===== src/rtl/io_out_fmt_seq.sv =====
// Slow-output format sequencer: walks a programmable store of format codes
// against a serial data stream and hands characters to the output adapter.
module io_out_fmt_seq #(
    parameter int unsigned FMT_DEPTH = 8,
    parameter int unsigned CHAR_W    = 4,
    parameter int unsigned CNT_W     = $clog2(FMT_DEPTH + 1)
) (
    input  logic              CLOCK,
    input  logic              rst,
    input  logic              fmt_clr,
    input  logic              fmt_wr,
    input  logic [2:0]        fmt_code,
    output logic [CNT_W-1:0]  fmt_count,
    output logic              fmt_full,
    input  logic              start,
    input  logic              abort,
    input  logic              bit_en,
    input  logic              data_bit,
    input  logic              data_nz,
    output logic              ch_valid,
    output logic [2:0]        ch_kind,
    output logic [CHAR_W-1:0] ch_data,
    input  logic              ch_ready,
    output logic              reload,
    output logic              busy,
    output logic              done
);

    localparam int unsigned IDX_W  = $clog2(FMT_DEPTH);
    localparam int unsigned BCNT_W = $clog2(CHAR_W + 1);
    localparam logic [CNT_W-1:0] DEPTH_C = CNT_W'(FMT_DEPTH);

    localparam logic [2:0] C_DIGIT  = 3'b000;
    localparam logic [2:0] C_SIGN   = 3'b001;
    localparam logic [2:0] C_CR     = 3'b010;
    localparam logic [2:0] C_TAB    = 3'b110;
    localparam logic [2:0] C_STOP   = 3'b100;
    localparam logic [2:0] C_RELOAD = 3'b101;
    localparam logic [2:0] C_WAIT   = 3'b111;

    typedef enum logic [1:0] {IDLE, FETCH, SHIFT, EMIT} state_t;

    state_t              state;
    logic [2:0]          store [FMT_DEPTH];
    logic [CNT_W-1:0]    idx;
    logic [BCNT_W-1:0]   bcnt;
    logic [CHAR_W-1:0]   sreg;
    logic [CHAR_W-1:0]   sreg_sh;
    logic [CHAR_W-1:0]   sign_ch;
    logic [2:0]          cur_code;
    logic [2:0]          fetch_code;
    logic                store_we;

    assign busy     = (state != IDLE);
    assign fmt_full = (fmt_count == DEPTH_C);
    assign store_we = fmt_wr && !fmt_clr && !busy && !fmt_full;

    always_ff @(posedge CLOCK) begin
        if (store_we)
            store[fmt_count[IDX_W-1:0]] <= fmt_code;
    end

    always_ff @(posedge CLOCK or posedge rst) begin
        if (rst)
            fmt_count <= '0;
        else if (!busy) begin
            if (fmt_clr)
                fmt_count <= '0;
            else if (fmt_wr && !fmt_full)
                fmt_count <= fmt_count + 1'b1;
        end
    end

    // Reading past the last stored entry behaves as an implicit STOP.
    always_comb begin
        fetch_code = C_STOP;
        if (idx < fmt_count)
            fetch_code = store[idx[IDX_W-1:0]];
        sreg_sh    = CHAR_W'({data_bit, sreg} >> 1);
        sign_ch    = '0;
        sign_ch[0] = data_bit;
    end

    always_ff @(posedge CLOCK or posedge rst) begin
        if (rst) begin
            state    <= IDLE;
            idx      <= '0;
            bcnt     <= '0;
            sreg     <= '0;
            cur_code <= '0;
            ch_valid <= 1'b0;
            ch_kind  <= '0;
            ch_data  <= '0;
            reload   <= 1'b0;
            done     <= 1'b0;
        end else begin
            reload <= 1'b0;
            done   <= 1'b0;
            if (abort) begin
                state    <= IDLE;
                ch_valid <= 1'b0;
                idx      <= '0;
            end else begin
                case (state)
                    IDLE: begin
                        if (start) begin
                            if (fmt_count != '0) begin
                                state <= FETCH;
                                idx   <= '0;
                            end else
                                done <= 1'b1;
                        end
                    end
                    FETCH: begin
                        cur_code <= fetch_code;
                        case (fetch_code)
                            C_DIGIT, C_WAIT: begin
                                bcnt  <= BCNT_W'(CHAR_W);
                                sreg  <= '0;
                                state <= SHIFT;
                            end
                            C_SIGN: begin
                                bcnt  <= BCNT_W'(1);
                                sreg  <= '0;
                                state <= SHIFT;
                            end
                            C_CR, C_TAB: begin
                                ch_kind  <= fetch_code;
                                ch_data  <= '0;
                                ch_valid <= 1'b1;
                                state    <= EMIT;
                            end
                            C_RELOAD: begin
                                reload <= 1'b1;
                                idx    <= '0;
                            end
                            default: begin
                                // STOP with a nonzero remainder restarts the line instead.
                                if (data_nz) begin
                                    reload <= 1'b1;
                                    idx    <= '0;
                                end else begin
                                    done  <= 1'b1;
                                    state <= IDLE;
                                end
                            end
                        endcase
                    end
                    SHIFT: begin
                        if (bit_en) begin
                            sreg <= sreg_sh;
                            bcnt <= bcnt - 1'b1;
                            if (bcnt == BCNT_W'(1)) begin
                                if (cur_code == C_WAIT) begin
                                    idx   <= idx + 1'b1;
                                    state <= FETCH;
                                end else begin
                                    ch_kind  <= cur_code;
                                    ch_data  <= (cur_code == C_SIGN) ? sign_ch : sreg_sh;
                                    ch_valid <= 1'b1;
                                    state    <= EMIT;
                                end
                            end
                        end
                    end
                    EMIT: begin
                        if (ch_ready) begin
                            ch_valid <= 1'b0;
                            idx      <= idx + 1'b1;
                            state    <= FETCH;
                        end
                    end
                endcase
            end
        end
    end

endmodule


===== config.mk =====
export PLATFORM = sky130hd
export DESIGN_NAME = io_out_fmt_seq
export DESIGN_NICKNAME = d
export VERILOG_FILES = /design/src/rtl/io_out_fmt_seq.sv
export SDC_FILE = /design/constraint.sdc
export NUM_CORES = 1
export LEC_CHECK = 0
export BUFFER_PORTS_ARGS = -buffer_cell sky130_fd_sc_hd__buf_2
export CAP_MARGIN = 5
export CORE_ASPECT_RATIO = 1.5
export CORE_UTILIZATION = 40
export DETAILED_ROUTE_END_ITERATION = 7
export MAX_ROUTING_LAYER = met4
export PLACE_DENSITY = 0.69
export SYNTH_ARGS = -nofsm -noshare
export SYNTH_HDL_FRONTEND = slang
export SYNTH_SLANG_ARGS = --single-unit

===== constraint.sdc =====
create_clock -name CLOCK -period 3.6 [get_ports CLOCK]
set_input_delay 0.18 -clock CLOCK [delete_from_list [all_inputs] [get_ports CLOCK]]
set_output_delay 0.18 -clock CLOCK [all_outputs]
set_load 0.01 [all_outputs]

After elaboration in Yosys (flattened, before gate mapping)
Memory sizes are Yosys's and may differ from the RTL's. Cells that the tools add are included.

Reduce and logical (&&, ||, !) cells: 27. Eq/ne operators: 30. Muxes and demuxes: 59. Bitwise logic cells: 2. Add/subtract/negate cells: 3. Magnitude comparators: 1.

Operator list (count): $mux W4 (17); $ne A3 B3 Y1 const B (11); $pmux W4 S2 (3); $mux W3 (6); $pmux W3 S2 (3); $mux W1 (16); $mux W2 (8); $pmux W4 S4 (1); $eq A3 B3 Y1 const B (4); $reduce_and A6 Y1 (2); $ne A2 B2 Y1 const B (5); $eq A3 B1 Y1 const B (3); $add A4 B1 Y4 const B (2); $pmux W2 S4 (1); $reduce_and A4 Y1 (2); $reduce_and A8 Y1 (1); $reduce_bool A4 Y1 (2); $reduce_and A7 Y1 (1); $pmux W2 S3 (1); $reduce_bool A2 Y1 (3); $reduce_or A6 Y1 (1); $ne A5 B5 Y1 const B (1); $reduce_or A5 Y1 (1); $eq A2 B2 Y1 const B (2); 16 further kinds (25).

Register bits after elaboration: 30. Bits in writable memories: 24. Bits of input ports: 13. Memories: 1. Word-level logic and storage cells: 134.

Memory list: store (depth 8, bits a word 3, rd ports 1, clocked after memory_dff 0, wr ports 1, line 44) `logic [2:0] store [FMT_DEPTH];`.

Depth between registers and ports, before layout
Depth after elaboration: 7. Mapped depth: 13. Gate-level depth less buffers: 11.

Least setup slack after synthesis
OpenSTA, ideal clock, no wires.

Kind: register -> register. Start: reg fmt_count[2]. End: reg idx[3]. Cell stages (with the launch flop): 13. Slack: 760 ps. Arrival time: 2737 ps. Library setup time: 104 ps. Required time: 3496 ps. Cell sequence: dfrtp_1 -> clkbuf_1 -> inv_1 -> ha_1 -> a21oi_1 -> o21ai_0 -> or2_2 -> inv_1 -> ha_1 -> or3_1 -> o211ai_1 -> or2_1 -> o41ai_2.

Cells in the longest elaborated chain, start to end: 7. Elaborated cells between the ends (all ways): 17. Those cells by class: 1 x order compare; 8 x eq/ne; 4 x mux; 4 x reduce/logical.

RTL lines: start: declaration (line 13) `output logic [CNT_W-1:0] fmt_count,`; start signal: assignment (line 70) `fmt_count <= fmt_count + 1'b1;`; $lt A4 B4 Y1 (*) (line 77) `if (idx < fmt_count)`; $mux W3 (*) (line 77); via fetch_code[0] (line 51) `logic [2:0] fetch_code;`; $eq A3 B2 Y1 (tied with other cells) (line 116) `case (fetch_code)`; $reduce_or A5 Y1 (no source line); $pmux W4 S2 (line 116); $pmux W4 S4 (line 104) `case (state)`; $mux W4 (line 99) `if (abort) begin`; end signal: assignment (line 155) `idx <= idx + 1'b1;`; end signal: assignment (line 169) `idx <= idx + 1'b1;`; end: declaration (line 45) `logic [CNT_W-1:0] idx;`.

Mark *: on every way through the listed nets, which the timed path passes. The rest lies on a longest branch. A chain may end at the register's enable or synchronous reset.

Worst setup path in the final report
Start: reg fmt_count[1]. End: reg idx[1].

The elaborated chain is that of the path after synthesis.

==> flow_metrics.tcl <==
set metrics [dict create \
    slew_headroom_pct 54.7 \
    hp-class "input port to register" \
    clock_skew_ns 0.00950 \
    ctsRootBufferMaster "clkbuf_8" \
    die_area_mm2 0.00747 \
    cp.arrival_ns 3.29 \
    power_density_mw_per_mm2 559 \
    track_usage_pct 16.1 \
    tightest_slew_ns 0.679 \
    yosysSeqAreaShare_pct 50.8 \
    antenna_found_initial 0 \
    yosys.area.top_type "dfrtp_1" \
    path_max_fanout 8 \
    power_frac_clock_pct 19.1 \
    min_from "data_bit" \
    p_int_mw 1.12 \
    die_y_um 105 \
    synth_xor_xnor_area_share_pct 0 \
    synth_edf_count 24 \
    synth_compound_area_share_pct 14.1 \
    critPathBufInv 3 \
    viasPerCell 5.40 \
    syn-cell-area_mm2 0.00285 \
    grt_pass1_wl_um 9160 \
    core_area_mm2 0.00685 \
    worstSetupStartpoint "fmt_count[1]" \
    yosys.area_share.adder_pct 7.03 \
    swShare_pct 36.3 \
    synthArstFlopShare_pct 54.7 \
    clockBufferDepth 2 \
    outcome "completed" \
    first_iter_violations 104 \
    grt_pass1_vias 1951 \
    synthCells 261 \
    max-vdd-ir-drop_v 0.000275 \
    port_buffers 28 \
    gp_congestion 0.877 \
    grt_max_degree 30 \
    wl_met3_um 112 \
    drive_above_1_share_pct 18.7 \
    synth_nets 290 \
    muxShareOfSynthArea_pct 10.2 \
    synth-simple-area-share_pct 12.8 \
    wl_met1_um 2200 \
    cp_slowest_cell "o32ai_1" \
    tns_ns 0 \
    insertion_delay_ns 0.30 \
    yosysMostFrequentCell "nand2_1" \
    finalNetCount 317 \
    endpoint_kind "register" \
    dp_hpwl_um 4210 \
    start_kind "register" \
    ios 29 \
    synth_area_per_cell_um2 10.9 \
    synth_top_family_by_area "compound AO/OA/AOI/OAI gates" \
    drt-total-wl_um 5460 \
    cts_buffers 5 \
    syn_to_final_growth_pct 10.3 \
    top_layer "met4" \
    worst_ep_required_time_ns 3.78 \
    grt_overflow_total 0 \
    critPathMaxStageDelay_ns 0.57 \
    diodes 0 \
    synth-seq-cells 53 \
    die_w_um 70.9 \
    r2r-start "fmt_count[1]" \
    drc 0 \
    synth.distinct_cells 45 \
    drv_cap 0 \
    setup_violations 0 \
    path_cells "inv_1 -> ha_1 -> a21oi_1 -> o21ai_0 -> or2_2 -> inv_1 -> ha_1 -> inv_1 -> o32ai_1 -> or2_1 -> o31ai_1" \
    ctsHoldBuffers 1 \
    fmax_ghz 0.321 \
    ys_warn_count 0 \
    wl_met2_um 3050 \
    post_cts_resized 0 \
    synth_commonest_cells "nand2_1, dfrtp_1, edfxtp_1, inv_1" \
    slew_violations 0 \
    ant_nets 0 \
    wl_per_cell_um 14.9 \
    synth.area.top_cells "dfrtp_1, edfxtp_1, ha_1" \
    critPathKind "register to register" \
    rows 37 \
    post_cts_buffers 0 \
    synth_top_area_share_pct 25.5 \
    cts_tree "yes" \
    cp_common_cell "inv_1" \
    numClockSinks 53 \
    vias 1982 \
    power_mw 1.76 \
    pwr-share-comb_pct 36.3 \
    hold_violations 0 \
    p_leak_nw 1.38 \
    critPathTopFamily "compound AO/OA/AOI/OAI gates" \
    seqPwrFrac_pct 44.7 \
    synth-main-ff-cell "dfrtp_1" \
    min_period_ns 3.11 \
    htree_levels 2 \
    clk_pin_slew_ns 0.10 \
    period_share_pct 86.5 \
    final_util_pct 45.8 \
    rsz0062_at_grt "false" \
    start_util_pct 41.6 \
    drtPass1Iterations 6 \
    switchingPower_mw 0.638 \
]
## sequential cells by signal, summed over array words and instances (netlist names)
signal / cells
fmt_count: 4
idx: 4
state: 2
ch_valid: 1
bcnt: 3
sreg: 3
store: 24
cur_code: 3
done: 1
ch_data: 4
ch_kind: 3
reload: 1
## layout by cell type (no fill, tap or decap), types with 2 or more instances in the layout
| master | instances |
|---|---|
| a21o_1 | 4 |
| a21oi_1 | 11 |
| a31oi_1 | 3 |
| and3_1 | 2 |
| buf_2 | 28 |
| buf_4 | 2 |
| clkbuf_8 | 5 |
| dfrtp_1 | 29 |
| edfxtp_1 | 24 |
| ha_1 | 16 |
| inv_1 | 23 |
| mux2_2 | 3 |
| mux2i_1 | 13 |
| mux4_2 | 5 |
| nand2_1 | 33 |
| nand2b_1 | 5 |
| nand3_1 | 2 |
| nand4_1 | 2 |
| nor2_1 | 16 |
| nor2b_1 | 2 |
| nor3_1 | 4 |
| nor3b_1 | 3 |
| o211ai_1 | 4 |
| o21ai_0 | 15 |
| o31ai_1 | 7 |
| o41ai_2 | 2 |
| or2_2 | 3 |
| or3_1 | 2 |
## power groups by stage
| stage | clock network [mW] | registers (mW) | logic [mW] |
|---|---|---|---|
| floorplan | 0 | 0.802 | 0.463 |
| global placement | 0 | 0.794 | 0.632 |
| CTS | 0.345 | 0.785 | 0.643 |
| finish | 0.335 | 0.784 | 0.637 |
| global route | 0.365 | 0.799 | 0.715 |
| detailed placement | 0 | 0.798 | 0.639 |
## layer usage
| metal | global-route usage (%) | vias to the layer above |
|---|---|---|
| met1 | 17.3 | 969 |
| met2 | 29.9 | 22 |
| met3 | 2.68 | 8 |
| met5 | - | - |
| li1 | - | 983 |
| met4 | 4.57 | 0 |
## area by class of cell
| type | count | area [µm²] |
|---|---|---|
| Clock inverter | 2 | 13.8 |
| Multi-Input combinational cell | 174 | 1260 |
| Sequential cell | 53 | 1450 |
| Fill cell | 685 | 3710 |
| Timing Repair Buffer | 31 | 165 |
| Tap cell | 78 | 97.6 |
| Clock buffer | 6 | 73.8 |
| Inverter | 23 | 86.3 |
## stage by stage
step / worst slack [ns] / hold slack (ns) / std cells / cell area (µm²)
final: 0.487 / 0.142 / 367 / 3140
after global routing: 0.218 / 0.152 / 367 / 3140
after CTS: 0.525 / 0.131 / 367 / 3140
after detailed placement: 0.547 / 0.282 / 358 / 3040
after global placement: 0.678 / 0.286 / 358 / 3040
after floorplan: 0.760 / 0.258 / 261 / 2850
## worst min-delay path, stage by stage
cell and delay (ns):
buf_2 0.11, nand2_1 0.06, mux2i_1 0.06
## kinds of logic after synthesis
| group | after synthesis |
|---|---|
| and+or+nand+nor | 78 |
| buffers and inverters | 34 |
| AOI/OAI and AO/OA | 58 |
| muxes | 22 |
| DFF | 53 |
| adders and majority gates | 16 |
## worst paths after layout
kind,depth (start not counted),end,slack (ns)
max,11,idx[1],0.49
min,3,sreg[3],0.14
max reg2reg,11,idx[1],0.49
min reg2reg,2,ch_data[1],0.48
max in group asynchronous,4,fmt_count[1],2.84
min in group asynchronous,4,reload,0.47
Note: power is estimated with default switching activity, not from simulation.
